==> src/rtl/boot_seq_pkg.sv <==
// boot_seq_pkg: shared definitions for the start-up sequencer.
//   state_t  : 3-bit state encoding exposed on boot_seq.seq_state
//   DEB_LEN  : consecutive high samples required by the optional input filter
//   RETRY_W  : width of the retry counter
//   max3     : helper used to size the phase counter
package boot_seq_pkg;

    typedef enum logic [2:0] {
        SUBRST   = 3'd0,
        WAIT_MEM = 3'd1,
        CAM_CFG  = 3'd2,
        SETTLE   = 3'd3,
        RUN      = 3'd4,
        FAULT    = 3'd5
    } state_t;

    localparam int DEB_LEN = 4;
    localparam int RETRY_W = 4;

    function automatic int max3(input int a, input int b, input int c);
        int m;
        m = (a > b) ? a : b;
        return (m > c) ? m : c;
    endfunction

endpackage

==> src/rtl/boot_seq_deb.sv <==
// boot_seq_deb: 1-bit stable-high filter.
//   clk : system clock
//   clr : synchronous clear of the run-length counter
//   d   : raw level input
//   q   : high only once d has been sampled high DEB_LEN times in a row;
//         follows d low combinationally so deassertion is never delayed.
module boot_seq_deb
    import boot_seq_pkg::*;
(
    input  logic clk,
    input  logic clr,
    input  logic d,
    output logic q
);

    localparam int CW = $clog2(DEB_LEN);
    localparam logic [CW-1:0] FULL = CW'(DEB_LEN - 1);

    logic [CW-1:0] run_cnt;

    // Counts earlier consecutive high samples; the current sample is the
    // DEB_LEN-th one when the counter is already full.
    always_ff @(posedge clk) begin
        if (clr || !d)
            run_cnt <= '0;
        else if (run_cnt != FULL)
            run_cnt <= run_cnt + 1'b1;
    end

    assign q = d && (run_cnt == FULL);

endmodule

==> src/rtl/boot_seq.sv <==
// boot_seq: start-up sequencer. Waits for DDR/HDMI init done, kicks the
// camera config engine, settles, then enables the video stream. Each wait
// has a timeout that sub-resets the controllers and retries; after
// MAX_RETRY retries a sticky fault is latched.
//   clk, rst       : clock, synchronous active-high reset
//   ddr_idone      : DDR init done (level)
//   hdmi_idone     : HDMI init done (level)
//   cam_cfg_done   : camera config complete (level)
//   sub_rst        : reset to DDR/HDMI controllers
//   cam_cfg_start  : one-cycle start pulse per CAM_CFG entry
//   stream_en      : video pipeline enable, high in RUN
//   fault          : sticky failure flag
//   retry_cnt      : failures since the last RUN entry
//   seq_state      : current state code
// Optional: define BOOT_SEQ_DEBOUNCE_EN to filter mem_ok and cam_cfg_done
// through boot_seq_deb (adds 3 cycles of rise latency).
module boot_seq
    import boot_seq_pkg::*;
#(
    parameter int RST_CYC    = 16,
    parameter int TIMEOUT    = 1000000,
    parameter int SETTLE_CYC = 1024,
    parameter int MAX_RETRY  = 3
) (
    input  logic               clk,
    input  logic               rst,
    input  logic               ddr_idone,
    input  logic               hdmi_idone,
    input  logic               cam_cfg_done,
    output logic               sub_rst,
    output logic               cam_cfg_start,
    output logic               stream_en,
    output logic               fault,
    output logic [RETRY_W-1:0] retry_cnt,
    output logic [2:0]         seq_state
);

    localparam int CNT_W = $clog2(max3(TIMEOUT, RST_CYC, SETTLE_CYC)) + 1;
    localparam logic [CNT_W-1:0]   RST_LAST = CNT_W'(RST_CYC - 1);
    localparam logic [CNT_W-1:0]   TO_LAST  = CNT_W'(TIMEOUT - 1);
    localparam logic [CNT_W-1:0]   SET_LAST = CNT_W'(SETTLE_CYC - 1);
    localparam logic [RETRY_W-1:0] RETRY_MAX = RETRY_W'(MAX_RETRY);

    state_t             state, nxt_state;
    logic [CNT_W-1:0]   cnt;
    logic [RETRY_W-1:0] retry_d;
    logic               mem_raw, mem_ok, cam_ok, fail, enter_subrst;

    assign mem_raw      = ddr_idone & hdmi_idone;
    assign enter_subrst = (nxt_state == SUBRST) && (state != SUBRST);

`ifdef BOOT_SEQ_DEBOUNCE_EN
    // Filters restart on every sub-reset so a stale run-length from before
    // the controllers were reset cannot shorten the qualification.
    boot_seq_deb u_deb_mem (
        .clk (clk),
        .clr (rst | enter_subrst),
        .d   (mem_raw),
        .q   (mem_ok)
    );
    boot_seq_deb u_deb_cam (
        .clk (clk),
        .clr (rst | enter_subrst),
        .d   (cam_cfg_done),
        .q   (cam_ok)
    );
`else
    assign mem_ok = mem_raw;
    assign cam_ok = cam_cfg_done;
`endif

    always_comb begin
        nxt_state = state;
        fail      = 1'b0;
        retry_d   = retry_cnt;
        case (state)
            SUBRST:   if (cnt == RST_LAST) nxt_state = WAIT_MEM;
            WAIT_MEM: begin
                // success is checked first so a late mem_ok wins the tie
                if (mem_ok)               nxt_state = CAM_CFG;
                else if (cnt == TO_LAST)  fail = 1'b1;
            end
            CAM_CFG: begin
                // cnt==0 is the start-pulse cycle; done from a previous
                // run is not trusted there
                if (!mem_ok)                          fail = 1'b1;
                else if (cam_ok && (cnt != '0))       nxt_state = SETTLE;
                else if (cnt == TO_LAST)              fail = 1'b1;
            end
            SETTLE: begin
                if (!mem_ok)              fail = 1'b1;
                else if (cnt == SET_LAST) nxt_state = RUN;
            end
            RUN:      if (!mem_ok) fail = 1'b1;
            FAULT:    nxt_state = FAULT;
            default:  nxt_state = SUBRST;
        endcase

        if (fail) begin
            if (retry_cnt == RETRY_MAX) begin
                nxt_state = FAULT;
            end else begin
                nxt_state = SUBRST;
                if (retry_cnt != {RETRY_W{1'b1}})
                    retry_d = retry_cnt + 1'b1;
            end
        end

        if ((nxt_state == RUN) && (state != RUN))
            retry_d = '0;
    end

    // Outputs are registered from nxt_state so they line up with seq_state.
    always_ff @(posedge clk) begin
        if (rst) begin
            state         <= SUBRST;
            cnt           <= '0;
            retry_cnt     <= '0;
            sub_rst       <= 1'b1;
            cam_cfg_start <= 1'b0;
            stream_en     <= 1'b0;
            fault         <= 1'b0;
        end else begin
            state         <= nxt_state;
            cnt           <= (nxt_state != state) ? '0 : cnt + 1'b1;
            retry_cnt     <= retry_d;
            sub_rst       <= (nxt_state == SUBRST) || (nxt_state == FAULT);
            cam_cfg_start <= (nxt_state == CAM_CFG) && (state != CAM_CFG);
            stream_en     <= (nxt_state == RUN);
            fault         <= (nxt_state == FAULT);
        end
    end

    assign seq_state = state;

endmodule
==> config.mk <==
export PLATFORM = sky130hd
export DESIGN_NAME = boot_seq
export DESIGN_NICKNAME = d
export VERILOG_FILES = /design/src/rtl/boot_seq_pkg.sv /design/src/rtl/boot_seq_deb.sv /design/src/rtl/boot_seq.sv
export SDC_FILE = /design/constraint.sdc
export NUM_CORES = 1
export LEC_CHECK = 0
export BUFFER_PORTS_ARGS = -buffer_cell sky130_fd_sc_hd__buf_4
export CORE_ASPECT_RATIO = 1.5
export CORE_MARGIN = 5
export CORE_UTILIZATION = 40
export CTS_CLUSTER_DIAMETER = 60
export DETAILED_ROUTE_END_ITERATION = 12
export PLACE_DENSITY = 0.65
export REMOVE_ABC_BUFFERS = 1
export SLEW_MARGIN = 20
export SYNTH_ARGS = -nofsm -noshare
export SYNTH_HDL_FRONTEND = slang
export SYNTH_SLANG_ARGS = --single-unit
==> constraint.sdc <==
create_clock -name clk -period 5.9 [get_ports clk]
set_clock_uncertainty 0.15 [all_clocks]
set_input_delay 1.475 -clock clk [delete_from_list [all_inputs] [get_ports clk]]
set_output_delay 1.475 -clock clk [all_outputs]
set_load 0.005 [all_outputs]
==> results of run 1 <==
[kinds of logic after synthesis]
logic type / share of synthesized area
buffers and inverters: 0.0465
XOR/XNOR: 0.0916
flip-flops: 0.335
adder cells (fa/ha/maj): 0.0196
multiplexers: 0.00720
AO/OA/AOI/OAI: 0.116
AND/OR/NAND/NOR: 0.384
[sequential cells by signal (all words and copies together), names as in the netlist]
signal         flops
seq_state          3
retry_cnt          4
stream_en          1
sub_rst            1
cam_cfg_start      1
fault              1
cnt               21
[area by class of cell]
type | instances | area, um^2 | area share
clock buffers | 6 | 72.6 | 0.0334
clock inverters | 2 | 35.0 | 0.0161
inverters | 7 | 26.3 | 0.0121
multi-input cells | 158 | 1190 | 0.545
flip-flops and latches | 32 | 641 | 0.294
well taps | 64 | 80.1 | 0.0368
repair buffers | 18 | 135 | 0.0621
[worst max-delay path, stage by stage]
cell      delay (ns)
buf_4           0.08
nand2_1         0.13
nor2_1          0.13
nand3_1         0.11
a311oi_1        0.62
mux2i_2         0.85
buf_4           0.36
nor4_2          0.07
[worst paths after layout]
check                          from                 end  slack (ns)  depth (start not counted)
setup / recovery          ddr_idone  cnt[12]$_SDFF_PP0_        2.07                          8
hold / removal    cnt[0]$_SDFF_PP0_   cnt[0]$_SDFF_PP0_        0.38                          1
hold reg to reg   cnt[0]$_SDFF_PP0_   cnt[0]$_SDFF_PP0_        0.38                          1
setup reg to reg  cnt[7]$_SDFF_PP0_  cnt[12]$_SDFF_PP0_        2.48                          7
[power by group]
| part | internal (mW) | switching [mW] | leakage (nW) |
|---|---|---|---|
| clock | 0.125 | 0.0847 | 0.0552 |
| combinational | 0.0309 | 0.0354 | 0.427 |
| sequential | 0.229 | 0.0160 | 0.259 |
| total | 0.385 | 0.136 | 0.741 |
[routing by layer]
layer | track usage | up-vias
met3 | 0.0369 | 18
li1 | - | 799
met1 | 0.161 | 777
met5 | 0 | -
met2 | 0.254 | 37
met4 | 0.0831 | 0
[stage by stage]
stage               hold slack (ns)  std cells
floorplan                     0.339        197
global placement              0.372        279
detailed placement            0.371        279
CTS                           0.386        287
global route                  0.403        287
finish                        0.383        287
[Yosys cell counts (2+ instances only)]
library cell and number:
and3_1 2, xor2_1 10, buf_2 2, o21ai_1 2, inv_1 7, clkbuf_1 4, a211oi_1 2, nand4_1 6
nor4_1 4, buf_6 2, or3_1 3, and4_1 3, nor3b_1 2, o21ai_0 7, nor4b_1 3, nor4_2 19
nor3_1 6, nor2b_1 2, xnor2_1 10, ha_1 3, a21oi_1 8, or2_2 2, or4_4 2, nand3_1 14
nand3b_1 2, nand2b_1 3, nor2_1 15, buf_4 2, dfxtp_1 32, nand2_1 9
==> flow_summary.toml, run 1 <==
[die]
coreArea_um2 = 4580
rows = 30
start_util = 0.417
die_area_um2 = 6290
die_y_um = 94.7
ios = 16
die_w_um = 66.5

[final_layout]
final_cell_mix = "dfxtp_1 (32), nor4_2 (19), buf_4 (18)"
nets = 230
num-fill-cells = 457
area_growth_pct = 13.8
drive_gt1_frac = 0.260
final_util = 0.475
n_antenna_cell = 0
layout_commonest_cell = "dfxtp_1"
post-route-cell-area_um2 = 2180

[place]
place.gp.congestion = 0.788
portBuffers = 15
place_area_um2 = 2070
hpwl_mm = 3.03
place_ws_ns = 1.79

[clocking]
ctsRootBufferMaster = "clkbuf_8"
cts_setup_buffers = 0
cts_sinks = 32
postCtsHoldBufs = 0
cts_inserted_buffers = 5
clockBufferDepth = 2
cts_resized = 0
cts_tree = "built"
worst_skew_pair.late_latency_ns = 0.29
clkSlewWorstSetupHoldPaths_ns = 0.07
htreeDepth = 2

[sta]
hold_viol = 0
fmax_mhz = 261
setup_viol = 0
fin_crit_sh = 0.648
rsz0062_at_grt = "false"
finalMaxSlewViolations = 0
fin_ws_ns = 2.07
fin_setup_tns_ns = 0
worst_pin_slew_ns = 0.916
period_needed_ns = 3.83
relSlewSlack = 0.377

[critical_path]
start_kind = "input port"
critPathKind = "in -> reg"
end_kind = "flip-flop"
critical_path_arrival_ns = 3.84
worstPathRequired_ns = 5.91
crit_fanout = 12

[synthesis]
yosys_warnings = 0
synth_cells = 207
ys_types = 49
synth_top_cell_area_share = 0.335
ys_ff_latch = 32
avgSynthCellArea_um2 = 9.24
ys.flop_type = "dfxtp_1"
yosysSeqAreaShare = 0.335
synthArstFlopShare = 0
synth_area_um2 = 1910
yosys-top-cells-area = "dfxtp_1 (34%), nor4_2 (12%), xnor2_1 (4.6%), xor2_1 (4.6%), nand3_1 (3.7%)"
synth_edf_count = 0
yosys.area.top_type = "dfxtp_1"

[power]
powerDensity_nw_per_um2 = 240
irDropWorstVdd_mv = 0.149
power_mw = 0.521
leakage_nw = 0.741

[detailed_routing]
wl_met3_um = 173
vias = 1631
wl_met2_mm = 2.13
remaining_drc_errors = 0
postRouteAntennaNets = 0
dr.first_iter.drc_count = 57
top_layer = "met4"
drtPass1Iterations = 4
viasPerCell = 5.68
wl_per_cell_um = 14.7
wl_mm = 4.21
wl_met1_mm = 1.76

[global_route]
grt_max_degree = 22
antenna_found_initial = 0
gr-usage-all-layers = 0.147
grt_pass1_vias = 1607
grt-ovfl-total = 0
grt_pass1_wl_mm = 7.23

[flow_run]
maxCapViolCount = 0

[run_status]
outcome = "complete, no violations"

[min_path]
min-delay-path-class = "reg -> reg"
No activity file was read; power rests on OpenSTA's default activity.
==> run 2, diff against run 1 <==
==> constraint.sdc (replaced) <==
create_clock -name clk -period 4 [get_ports clk]
set_clock_uncertainty 0.15 [all_clocks]
set_input_delay 1 -clock clk [delete_from_list [all_inputs] [get_ports clk]]
set_output_delay 1 -clock clk [all_outputs]
set_load 0.005 [all_outputs]
==> run 2 against run 1 <==
Effect of this change:
- sequential share of layout area decreased by 0.15 points
- combinational power increased by 55%
- worst setup slack got worse by 1.2 ns
- register-to-register slack got worse by 1.6 ns
- via count decreased by 3.9%
- sequential power increased by 47%
- wire length decreased by 1.8%
- flip-flop and latch count unchanged
- first-iteration DRC count increased by 51%
- power increased by 48%
- highest routed layer unchanged
==> flow_summary.toml, run 2 (synthesis results as in run 1) <==
[sta]
fin_ws_ns = 0.881
period_needed_ns = 3.12
setup_viol = 0
finalMaxSlewViolations = 0
worst_pin_slew_ns = 0.786
hold_viol = 0
relSlewSlack = 0.473
fmax_mhz = 321
rsz0062_at_grt = "false"
fin_crit_sh = 0.780
timing.hold.ws_ns = 0.385
fin_setup_tns_ns = 0

[critical_path]
end_kind = "flip-flop"
crit_fanout = 21
r2r_slack_ns = 0.88
r2r-start = "cnt[0]$_SDFF_PP0_"
crit_start = "cnt[0]$_SDFF_PP0_"
worstPathRequired_ns = 4.01
critical_path_arrival_ns = 3.13
start_kind = "flip-flop"
critPathKind = "reg -> reg"
r2r_end = "cnt[16]$_SDFF_PP0_"
reg2regPathDepth = 8

[final_layout]
final_cell_mix = "dfxtp_1 (32), nor4_2 (19), buf_4 (19)"
regArea_um2 = 641
largest_register = "cnt"
final_util = 0.478
nets = 231
num-fill-cells = 482
largest_register_ffs = 21
layout_commonest_cell = "dfxtp_1"
drive_gt1_frac = 0.268
n_antenna_cell = 0
multi_input_area_um2 = 1190
area_growth_pct = 14.4

[power]
seq_power_share = 0.466
irDropWorstVdd_mv = 0.190
leakage_nw = 0.745
powerDensity_nw_per_um2 = 354
internal_power_mw = 0.571
pwr-share-clk = 0.401
switching_share = 0.261
switchingPower_mw = 0.202
comb_power_share = 0.133

[global_route]
grt_max_degree = 22
gr-usage-all-layers = 0.144
grt_pass1_wl_mm = 7.00
grt_pass1_vias = 1555
antenna_found_initial = 0
grt-ovfl-total = 0

[clocking]
clkSlewWorstSetupHoldPaths_ns = 0.07
cts_tree = "built"
worst_skew_pair.late_latency_ns = 0.29
htreeDepth = 2
postCtsHoldBufs = 0
cts_resized = 0
cts_setup_buffers = 0
ctsRootBufferMaster = "clkbuf_8"
clockBufferDepth = 2
cts_sinks = 32
cts_inserted_buffers = 5

[min_path]
hold_depth = 1
min-delay-path-class = "reg -> reg"
min-delay-start = "cnt[0]$_SDFF_PP0_"
min_to = "cnt[0]$_SDFF_PP0_"

[detailed_routing]
wl_per_cell_um = 14.3
postRouteAntennaNets = 0
remaining_drc_errors = 0
wl_mm = 4.13
dr.first_iter.drc_count = 86
drtPass1Iterations = 4
viasPerCell = 5.44
vias = 1568

[die]
ios = 16
die_w_um = 66.5
start_util = 0.417
coreArea_um2 = 4580
die_area_um2 = 6290
die_y_um = 94.7
rows = 30

[place]
hpwl_mm = 3.01
place.gp.congestion = 0.867
portBuffers = 15
place_ws_ns = 0.759

[run_status]
outcome = "complete, no violations"

[flow_run]
maxCapViolCount = 0
==> run 2: changes by cell type in the layout (fill, tap and decap cells not counted), sizes merged <==
cell      delta
clkinvlp     +1
buf          +1
clkbuf       -1
==> run 2: layer usage <==
layer / vias to the layer above / global-route usage / share of wire
met5: - / 0 / 0
met4: 0 / 0.0644 / 0.015
met3: 5 / 0.0393 / 0.031
met2: 20 / 0.262 / 0.54
met1: 743 / 0.150 / 0.42
li1: 800 / - / -
==> run 2: layout make-up <==
cell class                      count  share of cell area
Inverter                            7              0.0120
Sequential cell                    32               0.293
Timing Repair Buffer               19              0.0652
Multi-Input combinational cell    158               0.542
Tap cell                           64              0.0366
Clock inverter                      3              0.0195
Clock buffer                        5              0.0315
==> run 2: worst max-delay path by stage <==
stage | end | slack [ns]
finish | cnt[16]$_SDFF_PP0_ | 0.88
global route | cnt[11]$_SDFF_PP0_ | 0.68
CTS | cnt[11]$_SDFF_PP0_ | 0.87
detailed placement | cnt[11]$_SDFF_PP0_ | 0.76
global placement | cnt[11]$_SDFF_PP0_ | 0.78
floorplan | cnt[11]$_SDFF_PP0_ | 0.23
==> run 2: power groups by stage <==
stage,clock network [mW],registers [mW],logic (mW)
after floorplan,0,0.362,0.0780
after global placement,0,0.367,0.104
after detailed placement,0,0.368,0.103
after CTS,0.317,0.360,0.104
after global routing,0.334,0.364,0.114
final,0.310,0.360,0.103
==> run 2: critical path, cell delays in order, from the launching register on <==
cell and delay (ns):
dfxtp_1 0.41, ha_1 0.21, nand3_1 0.21, or4_4 0.60, o41ai_2 0.52, o21bai_2 0.27
o41a_1 0.19, buf_4 0.33, nor4_2 0.09
==> run 2: per-stage QoR <==
stage | area [um^2] | cells | power (mW)
after detailed placement | 2080 | 280 | 0.471
after global routing | 2190 | 288 | 0.812
final | 2190 | 288 | 0.773
after global placement | 2080 | 280 | 0.471
after floorplan | 1850 | 197 | 0.440
after CTS | 2190 | 288 | 0.782
==> run 3, diff against run 2 <==
==> constraint.sdc (replaced) <==
create_clock -name clk -period 3 [get_ports clk]
set_clock_uncertainty 0.15 [all_clocks]
set_input_delay 0.75 -clock clk [delete_from_list [all_inputs] [get_ports clk]]
set_output_delay 0.75 -clock clk [all_outputs]
set_load 0.005 [all_outputs]
==> run 3 against run 2 <==
Effect of this change:
- power increased by 25%
- global-route usage increased by 0.79 points
- die area unchanged
- register-to-register slack got worse by 0.77 ns
- count of clock-buffer cells in the layout unchanged
- clock power increased by 10%
- flip-flop and latch count unchanged
- critical path depth decreased by 1
- via count increased by 2.7%
- combinational power increased by 42%
- non-clock buffer count increased by 5
- largest power group unchanged
==> flow_summary.toml, run 3 (synthesis results as in run 1) <==
[critical_path]
critical_path_arrival_ns = 2.94
worstPathRequired_ns = 3.05
critPathKind = "reg -> reg"
start_kind = "flip-flop"
crit_slowest_cell = "or4_4"
end_kind = "flip-flop"
cpPeakStageDelay_ns = 0.58
cpMostUsedCell = "or4_4"
r2r_slack_ns = 0.11
reg2regPathDepth = 7
crit_fanout = 21
crit_path_cell_trace = "or3_4 -> or4_4 -> or4_4 -> o211ai_2 -> mux2i_2 -> buf_12 -> nor4_2"
r2r-start = "cnt[7]$_SDFF_PP0_"
r2r_end = "cnt[5]$_SDFF_PP0_"

[sta]
fin_crit_sh = 0.963
rsz0062_at_grt = "false"
worst_pin_slew_ns = 0.505
relSlewSlack = 0.660
hold_viol = 0
finalMaxSlewViolations = 0
fin_ws_ns = 0.111
timing.hold.ws_ns = 0.376
setup_viol = 0
fin_setup_tns_ns = 0
fmax_mhz = 346
period_needed_ns = 2.89

[min_path]
min_to = "cnt[0]$_SDFF_PP0_"
min-delay-path-class = "reg -> reg"
hold_depth = 1
min-delay-start = "cnt[0]$_SDFF_PP0_"

[place]
place.gp.congestion = 0.796
place_area_um2 = 2150
dpl.cell_count = 285
portBuffers = 15
hpwl_mm = 3.04
place_ws_ns = 0.114

[final_layout]
regArea_um2 = 641
multi_input_area_um2 = 1210
num-fill-cells = 475
n_antenna_cell = 0
post-route-cell-area_um2 = 2270
nets = 236
largest_register = "cnt"
final_cells = 293
area_growth_pct = 18.7
final_cell_mix = "dfxtp_1 (32), buf_4 (21), nor4_2 (19)"
layout_commonest_cell = "dfxtp_1"
largest_register_ffs = 21
drive_gt1_frac = 0.288
final_util = 0.495

[die]
die_area_um2 = 6290
rows = 30
die_y_um = 94.7
start_util = 0.417
ios = 16
die_w_um = 66.5
coreArea_um2 = 4580

[clocking]
clkSlewWorstSetupHoldPaths_ns = 0.07
cts_inserted_buffers = 5
worst_skew_pair.late_latency_ns = 0.29
ctsRootBufferMaster = "clkbuf_8"
clockBufferDepth = 2
cts_sinks = 32
htreeDepth = 2
cts_tree = "built"

[detailed_routing]
vias = 1611
postRouteAntennaNets = 0
wl_per_cell_um = 14.6
dr.first_iter.drc_count = 54
wl_mm = 4.27
viasPerCell = 5.50
remaining_drc_errors = 0
drtPass1Iterations = 4

[power]
irDropWorstVdd_mv = 0.332
power_mw = 0.968
powerDensity_nw_per_um2 = 427
leakage_nw = 0.794

[flow_run]
maxCapViolCount = 0

[global_route]
antenna_found_initial = 0
grt_pass1_vias = 1602
grt-ovfl-total = 0
grt_max_degree = 22
grt_pass1_wl_mm = 7.27
gr-usage-all-layers = 0.152

[run_status]
outcome = "complete, no violations"
[run 3: changes by cell type in the layout (fill, tap and decap cells not counted), sizes merged]
cell,delta
buf,+5
bufinv,-1
clkinvlp,+1
[run 3: timing repair]
action                     4_1_cts  5_1_grt
setup buffers                    0        0
setup endpoints to repair        0       22
hold buffers                     0        0
resized for setup                0        3
[run 3: final cells by class]
class | count | share of cell area
tap | 64 | 0.0353
timing repair buffer | 24 | 0.0960
clock inverter | 3 | 0.0105
sequential | 32 | 0.282
clock buffer | 5 | 0.0303
multi-input combinational | 158 | 0.534
inverter | 7 | 0.0116
[run 3: worst max path at each step]
stage,start,slack (ns),endpoint,depth (start not counted)
2_1_floorplan,cnt[0]$_SDFF_PP0_,-0.77,cnt[11]$_SDFF_PP0_,7
3_3_place_gp,cnt[7]$_SDFF_PP0_,0.11,cnt[11]$_SDFF_PP0_,7
3_5_place_dp,cnt[7]$_SDFF_PP0_,0.11,cnt[11]$_SDFF_PP0_,7
4_1_cts,cnt[7]$_SDFF_PP0_,0.07,cnt[5]$_SDFF_PP0_,7
5_1_grt,cnt[7]$_SDFF_PP0_,0.008,cnt[8]$_SDFF_PP0_,7
6_report,cnt[7]$_SDFF_PP0_,0.11,cnt[5]$_SDFF_PP0_,7
[run 3: metal layers]
layer / global-route usage / up-vias / wire (um)
met5: 0 / - / 0
met4: 0.0797 / 0 / 116
met3: 0.0321 / 10 / 154
met2: 0.271 / 26 / 2250
met1: 0.163 / 762 / 1750
li1: - / 813 / -
[run 3: critical path, delay by kind of cell, from the launching register on]
| kind | cells | cell delay (ns) |
|---|---|---|
| AOI/OAI and AO/OA | 1 | 0.19 |
| buffers and inverters | 1 | 0.18 |
| DFF | 1 | 0.36 |
| muxes | 1 | 0.12 |
| and+or+nand+nor | 4 | 1.80 |
[run 3: where the power goes]
part           switching (mW)  internal (mW)  total [mW]  leakage, nW
sequential             0.0310          0.450       0.481        0.259
clock                   0.177          0.164       0.341       0.0404
combinational          0.0746         0.0718       0.146        0.495
